--- config.mk ---
export PLATFORM = sky130hd
export DESIGN_NAME = hazard_ctrl
export DESIGN_NICKNAME = d
export VERILOG_FILES = /design/src/rtl/hazard_ctrl.sv
export SDC_FILE = /design/constraint.sdc
export NUM_CORES = 1
export LEC_CHECK = 0
export ABC_AREA = 1
export CAP_MARGIN = 15
export CELL_PAD_IN_SITES_DETAIL_PLACEMENT = 1
export CELL_PAD_IN_SITES_GLOBAL_PLACEMENT = 2
export CORE_ASPECT_RATIO = 0.7
export CORE_MARGIN = 5
export CORE_UTILIZATION = 13
export DETAILED_ROUTE_END_ITERATION = 10
export PLACE_DENSITY = 0.82
export REMOVE_ABC_BUFFERS = 1
export SYNTH_ARGS = -nofsm -noshare
export SYNTH_HDL_FRONTEND = slang
export SYNTH_SLANG_ARGS = --single-unit
--- constraint.sdc ---
create_clock -name clk -period 1.1 [get_ports clk]
set_input_delay 0.165 -clock clk [delete_from_list [all_inputs] [get_ports clk]]
set_output_delay 0.165 -clock clk [all_outputs]
set_load 0.05 [all_outputs]
--- src/rtl/hazard_ctrl.sv ---
// Pipeline hazard controller: flush/stall bundle, EX forwarding selects and I/D memory handshake sequencing.
// Define HAZARD_PERF_EN to build the saturating stall/redirect performance counters.
package hazard_pkg;

   typedef struct packed {
      logic flush;
      logic stall;
   } stage_ctl_t;

   typedef struct packed {
      stage_ctl_t f;
      stage_ctl_t d;
      stage_ctl_t e;
      stage_ctl_t m;
   } hazard_data_t;

endpackage

module hazard_ctrl
   import hazard_pkg::*;
#(
   parameter int unsigned REG_AW = 5,
   parameter int unsigned CNT_W  = 32
) (
   input  logic              clk,
   input  logic              resetn,
   input  logic [REG_AW-1:0] d_rs,
   input  logic [REG_AW-1:0] d_rt,
   input  logic              d_jump,
   input  logic [REG_AW-1:0] e_rs,
   input  logic [REG_AW-1:0] e_rt,
   input  logic [REG_AW-1:0] e_write_reg,
   input  logic              e_reg_write,
   input  logic              e_mem_to_reg,
   input  logic [REG_AW-1:0] m_write_reg,
   input  logic              m_reg_write,
   input  logic              m_branch,
   input  logic              m_zero,
   input  logic              m_mem_req,
   input  logic [REG_AW-1:0] w_write_reg,
   input  logic              w_reg_write,
   input  logic              i_data_ok,
   input  logic              d_data_ok,
   output hazard_data_t      hazard,
   output logic              pc_stall,
   output logic              redirect,
   output logic [1:0]        fwd_a_sel,
   output logic [1:0]        fwd_b_sel
`ifdef HAZARD_PERF_EN
   ,
   output logic [CNT_W-1:0]  stall_cycles,
   output logic [CNT_W-1:0]  flush_events
`endif
);

   localparam hazard_data_t HAZ_RESET = 8'b1010_1010;

   typedef enum logic [1:0] {
      RUN   = 2'd0,
      DWAIT = 2'd1,
      IDROP = 2'd2
   } state_t;

   state_t       state;
   state_t       state_nxt;
   logic         rst_q;
   hazard_data_t haz_c;
   logic         pc_stall_c;
   logic         redirect_c;
   logic [1:0]   fwd_a_c;
   logic [1:0]   fwd_b_c;
   logic         data_wait;
   logic         load_use;
   logic         br_taken;
   logic         m_fwd_ok;
   logic         w_fwd_ok;
   logic         unused_ok;

   // Write-enable is implied by mem_to_reg for loads, so it does not enter the load-use test.
   assign unused_ok = e_reg_write;

   assign data_wait = m_mem_req && !d_data_ok;
   assign load_use  = e_mem_to_reg && (e_write_reg != '0) &&
                      ((e_write_reg == d_rs) || (e_write_reg == d_rt));
   assign br_taken  = m_branch && m_zero;
   assign m_fwd_ok  = m_reg_write && (m_write_reg != '0);
   assign w_fwd_ok  = w_reg_write && (w_write_reg != '0);

   // State register; rst_q marks the cycle that shows the reset value.
   always_ff @(posedge clk) begin
      if (!resetn) begin
         state <= RUN;
         rst_q <= 1'b1;
      end else begin
         state <= state_nxt;
         rst_q <= 1'b0;
      end
   end

   // Hazard resolution, one source at a time in priority order.
   always_comb begin
      haz_c      = '0;
      pc_stall_c = 1'b0;
      redirect_c = 1'b0;
      state_nxt  = RUN;

      if (data_wait) begin
         haz_c.f.stall = 1'b1;
         haz_c.d.stall = 1'b1;
         haz_c.e.stall = 1'b1;
         haz_c.m.flush = 1'b1;
         pc_stall_c    = 1'b1;
      end else if (load_use) begin
         haz_c.f.stall = 1'b1;
         haz_c.d.flush = 1'b1;
         pc_stall_c    = 1'b1;
      end else if (br_taken) begin
         haz_c.f.flush = 1'b1;
         haz_c.d.flush = 1'b1;
         haz_c.e.flush = 1'b1;
         redirect_c    = 1'b1;
      end else if (d_jump) begin
         haz_c.f.flush = 1'b1;
         redirect_c    = 1'b1;
      end else if (state == IDROP) begin
         haz_c.f.flush = 1'b1;
      end else if ((state == RUN) && !i_data_ok) begin
         haz_c.f.flush = 1'b1;
         pc_stall_c    = 1'b1;
      end

      // A stale fetch still in flight at redirect must be swallowed before the target is accepted.
      if (rst_q) begin
         state_nxt = RUN;
      end else if (data_wait) begin
         state_nxt = DWAIT;
      end else if ((redirect_c || (state == IDROP)) && !i_data_ok) begin
         state_nxt = IDROP;
      end else begin
         state_nxt = RUN;
      end
   end

   // EX operand forwarding, youngest producer first.
   always_comb begin
      fwd_a_c = 2'b00;
      fwd_b_c = 2'b00;
      if (m_fwd_ok && (m_write_reg == e_rs)) begin
         fwd_a_c = 2'b10;
      end else if (w_fwd_ok && (w_write_reg == e_rs)) begin
         fwd_a_c = 2'b01;
      end
      if (m_fwd_ok && (m_write_reg == e_rt)) begin
         fwd_b_c = 2'b10;
      end else if (w_fwd_ok && (w_write_reg == e_rt)) begin
         fwd_b_c = 2'b01;
      end
   end

   assign hazard    = rst_q ? HAZ_RESET : haz_c;
   assign pc_stall  = !rst_q && pc_stall_c;
   assign redirect  = !rst_q && redirect_c;
   assign fwd_a_sel = rst_q ? 2'b00 : fwd_a_c;
   assign fwd_b_sel = rst_q ? 2'b00 : fwd_b_c;

`ifdef HAZARD_PERF_EN
   // Saturating event counters.
   always_ff @(posedge clk) begin
      if (!resetn) begin
         stall_cycles <= '0;
         flush_events <= '0;
      end else begin
         if (pc_stall && (stall_cycles != '1)) begin
            stall_cycles <= stall_cycles + CNT_W'(1);
         end
         if (redirect && (flush_events != '1)) begin
            flush_events <= flush_events + CNT_W'(1);
         end
      end
   end
`else
   logic [CNT_W-1:0] unused_cnt_w;
   assign unused_cnt_w = '0;
`endif

endmodule

==> impl_metrics.ini, run 1 <==
[routing]
antenna_left = 0
drt_iter0_markers = 21
drc_errors = 0
vias = 1127
dr.pass1.iters = 4
routed_wl_um = 3680
wire_per_inst_um = 12.7
viasPerCell = 3.89

[timing]
fin_ws_ps = -289
maxSlewViolCount = 0
rsz0062_at_grt = yes
hold_ws_ps = 429
min_period_ps = 1390
timing.final.crit_share_pct = 126
final_hold_viol_count = 0
finalClockSkew_ps = 0.715
setup_viol = 13
clock.fmax_mhz = 720

[synth]
yosys-top-cells-area = nand2_1, xnor2_1, inv_1, xor2_1, dfxtp_1
ys_types = 23
syn_inst = 131
synth-async-reset-ratio_pct = 0
yosysMostFrequentCell = nand2_1
ys_seq_area_share_pct = 8.35
synth_warnings = 0
yosysTopAreaCell = nand2_1
synth_area_um2 = 719
ys_ff_latch = 3
synth_top_area_share_pct = 16.2
ys.flop_type = dfxtp_1
synth_edf_count = 0
synthTopCellsByCount = nand2_1, inv_1, nor2_1, xnor2_1, xor2_1
syn_area_per_cell_um2 = 5.49

[floorplan]
coreArea_um2 = 5310
dieArea_um2 = 7150
rows = 22
die_y_um = 72.2
initial_core_util_pct = 13.5
chipWidth_um = 98.9
io-pin-count = 61

[placement]
gp_congestion = 0.793
hpwl_um = 3060
portBuffers = 58
dp.cells = 277

[cts]
clkSlewWorstSetupHoldPaths_ps = 30
cts_buffers = 3
clock-sinks = 3
cts_tree = built
cts_root_buffer = clkbuf_8
cts-hold-fix-buffers = 0
htreeDepth = 1
clk_latency_ps = 220
clockBufferDepth = 2

[cells_and_area]
layoutNonFillerInstCount = 290
area_delta_synth_final_pct = 198
fin_util_pct = 40.4
layout-drive-gt1-share_pct = 70.2
nets = 266
diodes = 0

[critical_path]
cp_max_fo = 5
required_ps = 940
regToRegStartpoint = rst_q
cp-end-kind = output pin
worstPathCellList = inv_2 > buf_6 > buf_8 > a31oi_4 > buf_12
arrival_ps = 1220
crit_path_start_kind = flop
worstSetupPathType = reg -> out
cpPeakStageDelay_ps = 340
crit_path_top_delay_cell = dfxtp_2
startpoint = rst_q

[power_and_ir_drop]
vdd_ir_drop_max_mv = 0.208
power_density_nw_per_um2 = 599
p_leak_nw = 1.02

[run_status]
status = complete, but fails checks
violations = negative setup slack

[worst_hold_path]
holdCritPathClass = in -> reg
min-delay-start = i_data_ok

[grt]
grt_pass1_wl_um = 5980
grt_pass1_vias = 1195
globalRouteOverflowTotal = 0
grt_use_total_pct = 10.4
antenna_found_initial = 0
grt_max_degree = 7

[flow_run]
drv_cap = 0
## stage by stage
step	setup slack [ps]	area [um^2]	power, mW	setup TNS [ps]
2_1_floorplan	-1340	704	0.376	-7790
3_3_place_gp	-807	1640	0.760	-9100
3_5_place_dp	-834	1640	0.768	-9190
4_1_cts	-336	1890	1.19	-3510
5_1_grt	-360	2150	1.36	-4110
6_report	-289	2150	1.29	-3280
## registers in the layout, summed over array words and instances (netlist names)
signal,flops
state,2
rst_q,1
## power breakdown
| part | switching (mW) | leakage [nW] | internal (mW) | total [mW] |
|---|---|---|---|---|
| Sequential | 0.00395 | 0.0252 | 0.114 | 0.118 |
| Clock | 0.0795 | 0.0228 | 0.248 | 0.327 |
| Combinational | 0.407 | 0.971 | 0.433 | 0.840 |
| Total | 0.490 | 1.02 | 0.795 | 1.29 |
## cell usage in the layout, fill, tap and decap left out, types with 3 or more instances in the layout
| cell type | n |
|---|---|
| o21ai_4 | 3 |
| buf_12 | 13 |
| dlygate4sd2_1 | 5 |
| inv_4 | 4 |
| xnor2_2 | 10 |
| nand2_1 | 17 |
| buf_8 | 5 |
| nor2_2 | 9 |
| nand3_1 | 3 |
| clkbuf_8 | 3 |
| nand2_2 | 12 |
| nor2_4 | 4 |
| buf_4 | 17 |
| buf_6 | 22 |
| inv_1 | 14 |
| nand2_4 | 3 |
| nand3_2 | 4 |
| buf_2 | 12 |
| nand4_1 | 3 |
| nor3_2 | 3 |
| dlymetal6s2s_1 | 3 |
| xor2_1 | 7 |
| inv_2 | 6 |
## cell type report
| type | count | area (um^2) |
|---|---|---|
| inverters | 25 | 105 |
| clock buffers | 4 | 45.0 |
| repair buffers | 85 | 940 |
| fillers | 614 | 3170 |
| multi-input cells | 101 | 903 |
| well taps | 72 | 90.1 |
| flip-flops and latches | 3 | 62.6 |
## metal layers
layer	track usage (%)	vias to the layer above	share of wire, %
li1	-	583	-
met1	14.5	516	48
met3	1.44	4	3.4
met2	16.9	24	48
met5	0	-	0
met4	2.73	0	0.92
## kinds of logic after synthesis
| logic type | after synthesis | synth area share [%] |
|---|---|---|
| AO/OA/AOI/OAI | 10 | 8.17 |
| buffers and inverters | 27 | 15.1 |
| other | 1 | 0.521 |
| AND/OR/NAND/NOR | 70 | 43.5 |
| XOR/XNOR | 20 | 24.3 |
| flip-flops | 3 | 8.35 |
## worst paths after layout
kind                     to  slack, ps  cells after the start
setup / recovery  hazard[5]       -290                      5
hold / removal     state[1]        430                      4
setup reg to reg   state[1]         10                      8
hold reg to reg    state[1]        580                      3
## timing repair
item	in CTS	in global routing
setup buffers	6	4
setup endpoints to repair	14	14
pin swaps	57	39
resized for setup	218	63
cloned	0	0
## critical path: cells and delay by family, from the launching register on
family | cells | cell delay, ps
buffers and inverters | 4 | 460
AOI/OAI and AO/OA | 1 | 200
DFF | 1 | 340
(Power assumes the default switching activity.)
==> run 2, diff against run 1 <==
Settings changed: ABC_AREA 1 to not set, CORE_UTILIZATION 13 to 14, GPL_ROUTABILITY_DRIVEN set to 0, PLACE_DENSITY 0.82 to 0.85.
==> run 2 against run 1 <==
  * The run still ends with negative setup slack left
  * Global-route usage is 3.5 points higher
  * Total power shrank 1.7%
  * Non-clock buffer count rose by 18
  * First-iteration DRC count did not move
  * Core utilization grew 4.2 points
  * Maximum frequency decreased by 26%
  * Sequential share of layout area increased by 0.26 points
  * Synthesized area down 9.6%
  * Die area decreased by 14%
  * Critical endpoint is now fwd_a_sel[0]
==> impl_metrics.ini, run 2 <==
[run_status]
status = complete, but fails checks
violations = negative setup slack

[power_and_ir_drop]
comb_power_share_pct = 64.4
power.total_mw = 1.26
power_density_nw_per_um2 = 640
p_leak_nw = 0.883
p_int_mw = 0.790
pwr-share-clk_pct = 26.3
switching_share_pct = 37.5
vdd_ir_drop_max_mv = 0.218
seqPwrFrac_pct = 9.4
p_switching_mw = 0.473

[cells_and_area]
fillers = 518
final_cell_mix = buf_4, dlygate4sd2_1, buf_6
final_common_cell = buf_4
multi_input_area_um2 = 790
layoutNonFillerInstCount = 248
largest_reg_flops = 2
register_area_um2 = 62.6
top_register = state
area_delta_synth_final_pct = 203
diodes = 0
largestRegisters = state x2, rst_q x1
nets = 241
layout-drive-gt1-share_pct = 57.0

[routing]
viasPerCell = 4.34
drc_errors = 0
vias = 1076
wire_per_inst_um = 17.4
routed_wl_um = 4330
drt_iter0_markers = 21
antenna_left = 0
dr.pass1.iters = 4

[floorplan]
io-pin-count = 61
chipWidth_um = 91.5
die_y_um = 67.0
rows = 20
initial_core_util_pct = 14.7
coreArea_um2 = 4430
dieArea_um2 = 6130

[timing]
timing.final.crit_share_pct = 170
final_hold_viol_count = 0
rsz0062_at_grt = yes
fin_ws_ps = -769
finalClockSkew_ps = 1.59
setup_tns_ps = -6890
hold_ws_ps = 452
setup_viol = 14
min_period_ps = 1870
clock.fmax_mhz = 535
maxSlewViolCount = 0

[critical_path]
worstSetupPathType = in -> out
cp-end-kind = output pin
crit_path_top_delay_cell = or4_1
r2r_cells = 4
regToRegStartpoint = rst_q
cpPeakStageDelay_ps = 500
rrSetupSlack_ps = -230
critPathBufInv = 3
crit_path_start_kind = input pin
cpLargestDelayFamily = buffers and inverters
required_ps = 940
path_depth = 6
worstPathCellList = clkdlybuf4s50_1 > o21ai_1 > or4_1 > nor4_2 > buf_4 > buf_12
cp_max_fo = 2
endpoint = fwd_a_sel[0]
timing.rr.end = state[1]
arrival_ps = 1700
startpoint = w_write_reg[0]

[placement]
portBuffers = 58
hpwl_um = 3170
pre_cts_ws_ps = -1140
dp.cells = 234

[grt]
antenna_found_initial = 0
grt_pass1_vias = 1290
grt_use_total_pct = 13.9
grt_pass1_wl_um = 6530
grt_max_degree = 8
globalRouteOverflowTotal = 0

[cts]
htreeDepth = 1
clkSlewWorstSetupHoldPaths_ps = 30
cts_tree = built
cts_root_buffer = clkbuf_8
clock-sinks = 3
cts_buffers = 3
clk_latency_ps = 220
cts-hold-fix-buffers = 0
clockBufferDepth = 2

[synth]
synth_area_um2 = 651
synth_edf_count = 0
synth_top_area_share_pct = 26.9
ys_ff_latch = 3
syn_inst = 90
synth-async-reset-ratio_pct = 0
ys.flop_type = dfxtp_1
ys_types = 25
synth_warnings = 0
syn_area_per_cell_um2 = 7.23
yosysTopAreaCell = xnor2_1
synthTopCellsByCount = xnor2_1, xor2_1, or4_1, a21oi_1, nand3_1
ys_seq_area_share_pct = 9.23
yosysMostFrequentCell = xnor2_1
yosys-top-cells-area = xnor2_1, xor2_1, dfxtp_1, or4_1, a21oi_1

[flow_run]
drv_cap = 0

[worst_hold_path]
worstHoldPathCells = 3
holdCritPathClass = in -> reg
[run 2: changes by cell type after synthesis, moves of 3 or more]
cell	previous run	this run
nand2_1	31	4
inv_1	22	1
nor2_1	15	4
xnor2_1	12	20
or4_1	0	7
a21oi_1	2	6
nor3_1	7	3
a21o_1	0	3
nand4_1	3	0
nor2b_1	0	3
[run 2: final cells by class]
cell class	instances	area share (%)
timing repair buffer	103	50.7
multi-input combinational	81	40.0
tap	55	3.49
sequential	3	3.17
clock buffer	4	2.28
inverter	2	0.380
[run 2: cells by family (layout without fill, tap and decap cells)]
family | after synthesis | in the layout | share of synthesized area, %
other | 1 | 1 | 0.576
flip-flops | 3 | 3 | 9.23
XOR/XNOR | 30 | 30 | 40.4
AO/OA/AOI/OAI | 17 | 17 | 16.7
buffers and inverters | 6 | 109 | 4.61
AND/OR/NAND/NOR | 33 | 33 | 28.5
[run 2: worst min path at each step]
| stage | startpoint | end | slack (ps) |
|---|---|---|---|
| finish | i_data_ok | state[1] | 450 |
| detailed placement | rst_q | state[0] | 660 |
| global route | i_data_ok | state[1] | 450 |
| floorplan | resetn | rst_q | 250 |
| global placement | state[1] | state[1] | 610 |
| CTS | i_data_ok | state[1] | 430 |
[run 2: timing repair]
action                     4_1_cts  5_1_grt
pin swaps                       28       20
setup buffers                   10        3
setup endpoints to repair       14       14
resized for setup              121       27
cloned                           0        0
[run 2: worst min-delay path, stage by stage]
cell	delay [ps]
dlygate4sd2_1	280
or4_4	160
a21oi_2	30
[run 2: layer usage]
| layer | wire length (um) | global-route usage (%) |
|---|---|---|
| met1 | 1690 | 14.1 |
| met5 | 0 | 0 |
| met4 | 22 | 3.01 |
| met3 | 153 | 2.71 |
| met2 | 2470 | 29.3 |
[run 2: power groups by stage]
stage / combinational (mW) / clock, mW / sequential, mW
after global placement: 0.651 / 0 / 0.118
final: 0.814 / 0.332 / 0.118
after CTS: 0.775 / 0.335 / 0.118
after floorplan: 0.248 / 0 / 0.120
after detailed placement: 0.671 / 0 / 0.119
after global routing: 0.858 / 0.353 / 0.118
[run 2: through the flow]
step           instance area, um^2  util, %
6_report                      1970     44.5
5_1_grt                       1970     44.5
4_1_cts                       1950     44.0
3_5_place_dp                  1610     36.3
3_3_place_gp                  1610     36.3
2_1_floorplan                  628        -
==> run 3, diff against run 2 <==
Settings changed: CTS_BUF_LIST set to sky130_fd_sc_hd__clkbuf_4.
==> run 3 against run 2 <==
  * The flow still finishes with violations (negative setup slack)
  * Maximum frequency barely moved
  * Worst setup slack gained 0.68 ps
  * Largest power group unchanged
  * Core utilization is 1.4 points lower
==> impl_metrics.ini, run 3 (synthesized netlist as in run 2, its figures left out) <==
[routing]
viasPerCell = 4.25
wire_per_inst_um = 16.2
dr.pass1.iters = 2
drt_iter0_markers = 28
antenna_left = 0
vias = 1058
drc_errors = 0
routed_wl_um = 4030

[placement]
hpwl_um = 3170
portBuffers = 58
placedInstanceArea_um2 = 1610
pre_cts_ws_ps = -1140

[cells_and_area]
diodes = 0
layout-drive-gt1-share_pct = 54.6
area_delta_synth_final_pct = 193
nets = 242
fillers = 528
largestRegisters = state x2, rst_q x1
final_common_cell = buf_4
largest_reg_flops = 2
multi_input_area_um2 = 757
top_register = state
fin_area_um2 = 1910
final_cell_mix = buf_4, dlygate4sd2_1, buf_6
register_area_um2 = 62.6

[grt]
grt_max_degree = 11
grt_use_total_pct = 13.5
antenna_found_initial = 0
globalRouteOverflowTotal = 0
grt_pass1_vias = 1296
grt_pass1_wl_um = 6430

[timing]
clock.fmax_mhz = 535
setup_viol = 14
timing.final.crit_share_pct = 170
maxSlewViolCount = 0
rsz0062_at_grt = yes
final_hold_viol_count = 0
hold_ws_ps = 392
min_period_ps = 1870
fin_ws_ps = -768
finalClockSkew_ps = 2.18
setup_tns_ps = -6780

[critical_path]
cp-end-kind = output pin
arrival_ps = 1700
cpPeakStageDelay_ps = 500
crit_path_top_delay_cell = or4_1
worstSetupPathType = reg -> out
cpLargestDelayFamily = simple AND/OR/NAND/NOR gates
worstPathCellList = nor2b_1 > o21ai_1 > or4_1 > nor4_2 > buf_4 > buf_12
crit_path_start_kind = flop
required_ps = 940
critPathBufInv = 2
cp_max_fo = 2

[flow_run]
drv_cap = 0

[floorplan]
chipWidth_um = 91.5
initial_core_util_pct = 14.7
io-pin-count = 61
coreArea_um2 = 4430
dieArea_um2 = 6130
rows = 20
die_y_um = 67.0

[cts]
clock-sinks = 3
cts-hold-fix-buffers = 0
cts_root_buffer = clkbuf_4
htreeDepth = 1
clockBufferDepth = 2
clk_latency_ps = 230
clkSlewWorstSetupHoldPaths_ps = 40
cts_tree = built
cts_buffers = 3

[power_and_ir_drop]
power_density_nw_per_um2 = 585
p_leak_nw = 0.862
vdd_ir_drop_max_mv = 0.161

[run_status]
status = complete, but fails checks
violations = negative setup slack

[worst_hold_path]
holdCritPathClass = in -> reg
run 3: cell count changes in the layout (fill, tap and decap cells not counted), moves of 3 or more:
cell / delta
clkbuf_4: +4
dlygate4sd2_1: +4
buf_4: +7
buf_6: -3
clkbuf_2: -5
clkbuf_8: -3
run 3: power breakdown:
part | internal [mW] | total, mW | switching (mW) | leakage (nW)
registers | 0.114 | 0.118 | 0.00342 | 0.0252
logic | 0.409 | 0.779 | 0.370 | 0.819
clock network | 0.161 | 0.219 | 0.0585 | 0.0184
run 3: repair_timing:
item                       in CTS  in global routing
buffers inserted               10                  1
pin swaps                      35                  8
resized for setup             124                 11
cloned                          0                  0
setup endpoints to repair      14                 14
run 3: final cells by class:
type	count	share of cell area [%]
multi-input cells	81	39.6
inverters	2	0.393
flip-flops and latches	3	3.28
repair buffers	104	51.5
clock buffers	4	1.57
well taps	55	3.60
run 3: worst reg2reg max path, cell delays in order (launching register included):
cell and delay [ps]:
dfxtp_2 330, buf_4 200, nand2b_4 180, or4_1 480
a21oi_2 110
run 3: routing by layer:
metal	vias up	track usage [%]	part of all wire (%)
li1	523	-	-
met1	507	14.4	41
met2	24	27.5	55
met3	4	2.48	3.6
met4	0	3.20	0.87
met5	-	0	0
run 3: stage by stage:
step           util (%)  power [mW]  cells
6_report           43.1        1.12    249
3_3_place_gp       36.3       0.770    234
4_1_cts            42.7        1.10    248
5_1_grt            43.1        1.18    249
3_5_place_dp       36.3       0.789    234
2_1_floorplan         -       0.368     86
run 3: worst paths after layout:
| check | from | to | slack [ps] | depth (start not counted) |
|---|---|---|---|---|
| setup / recovery | rst_q | fwd_a_sel[0] | -770 | 6 |
| hold / removal | i_data_ok | state[1] | 390 | 3 |
| setup reg to reg | rst_q | state[1] | -270 | 4 |
| hold reg to reg | state[0] | state[1] | 720 | 4 |
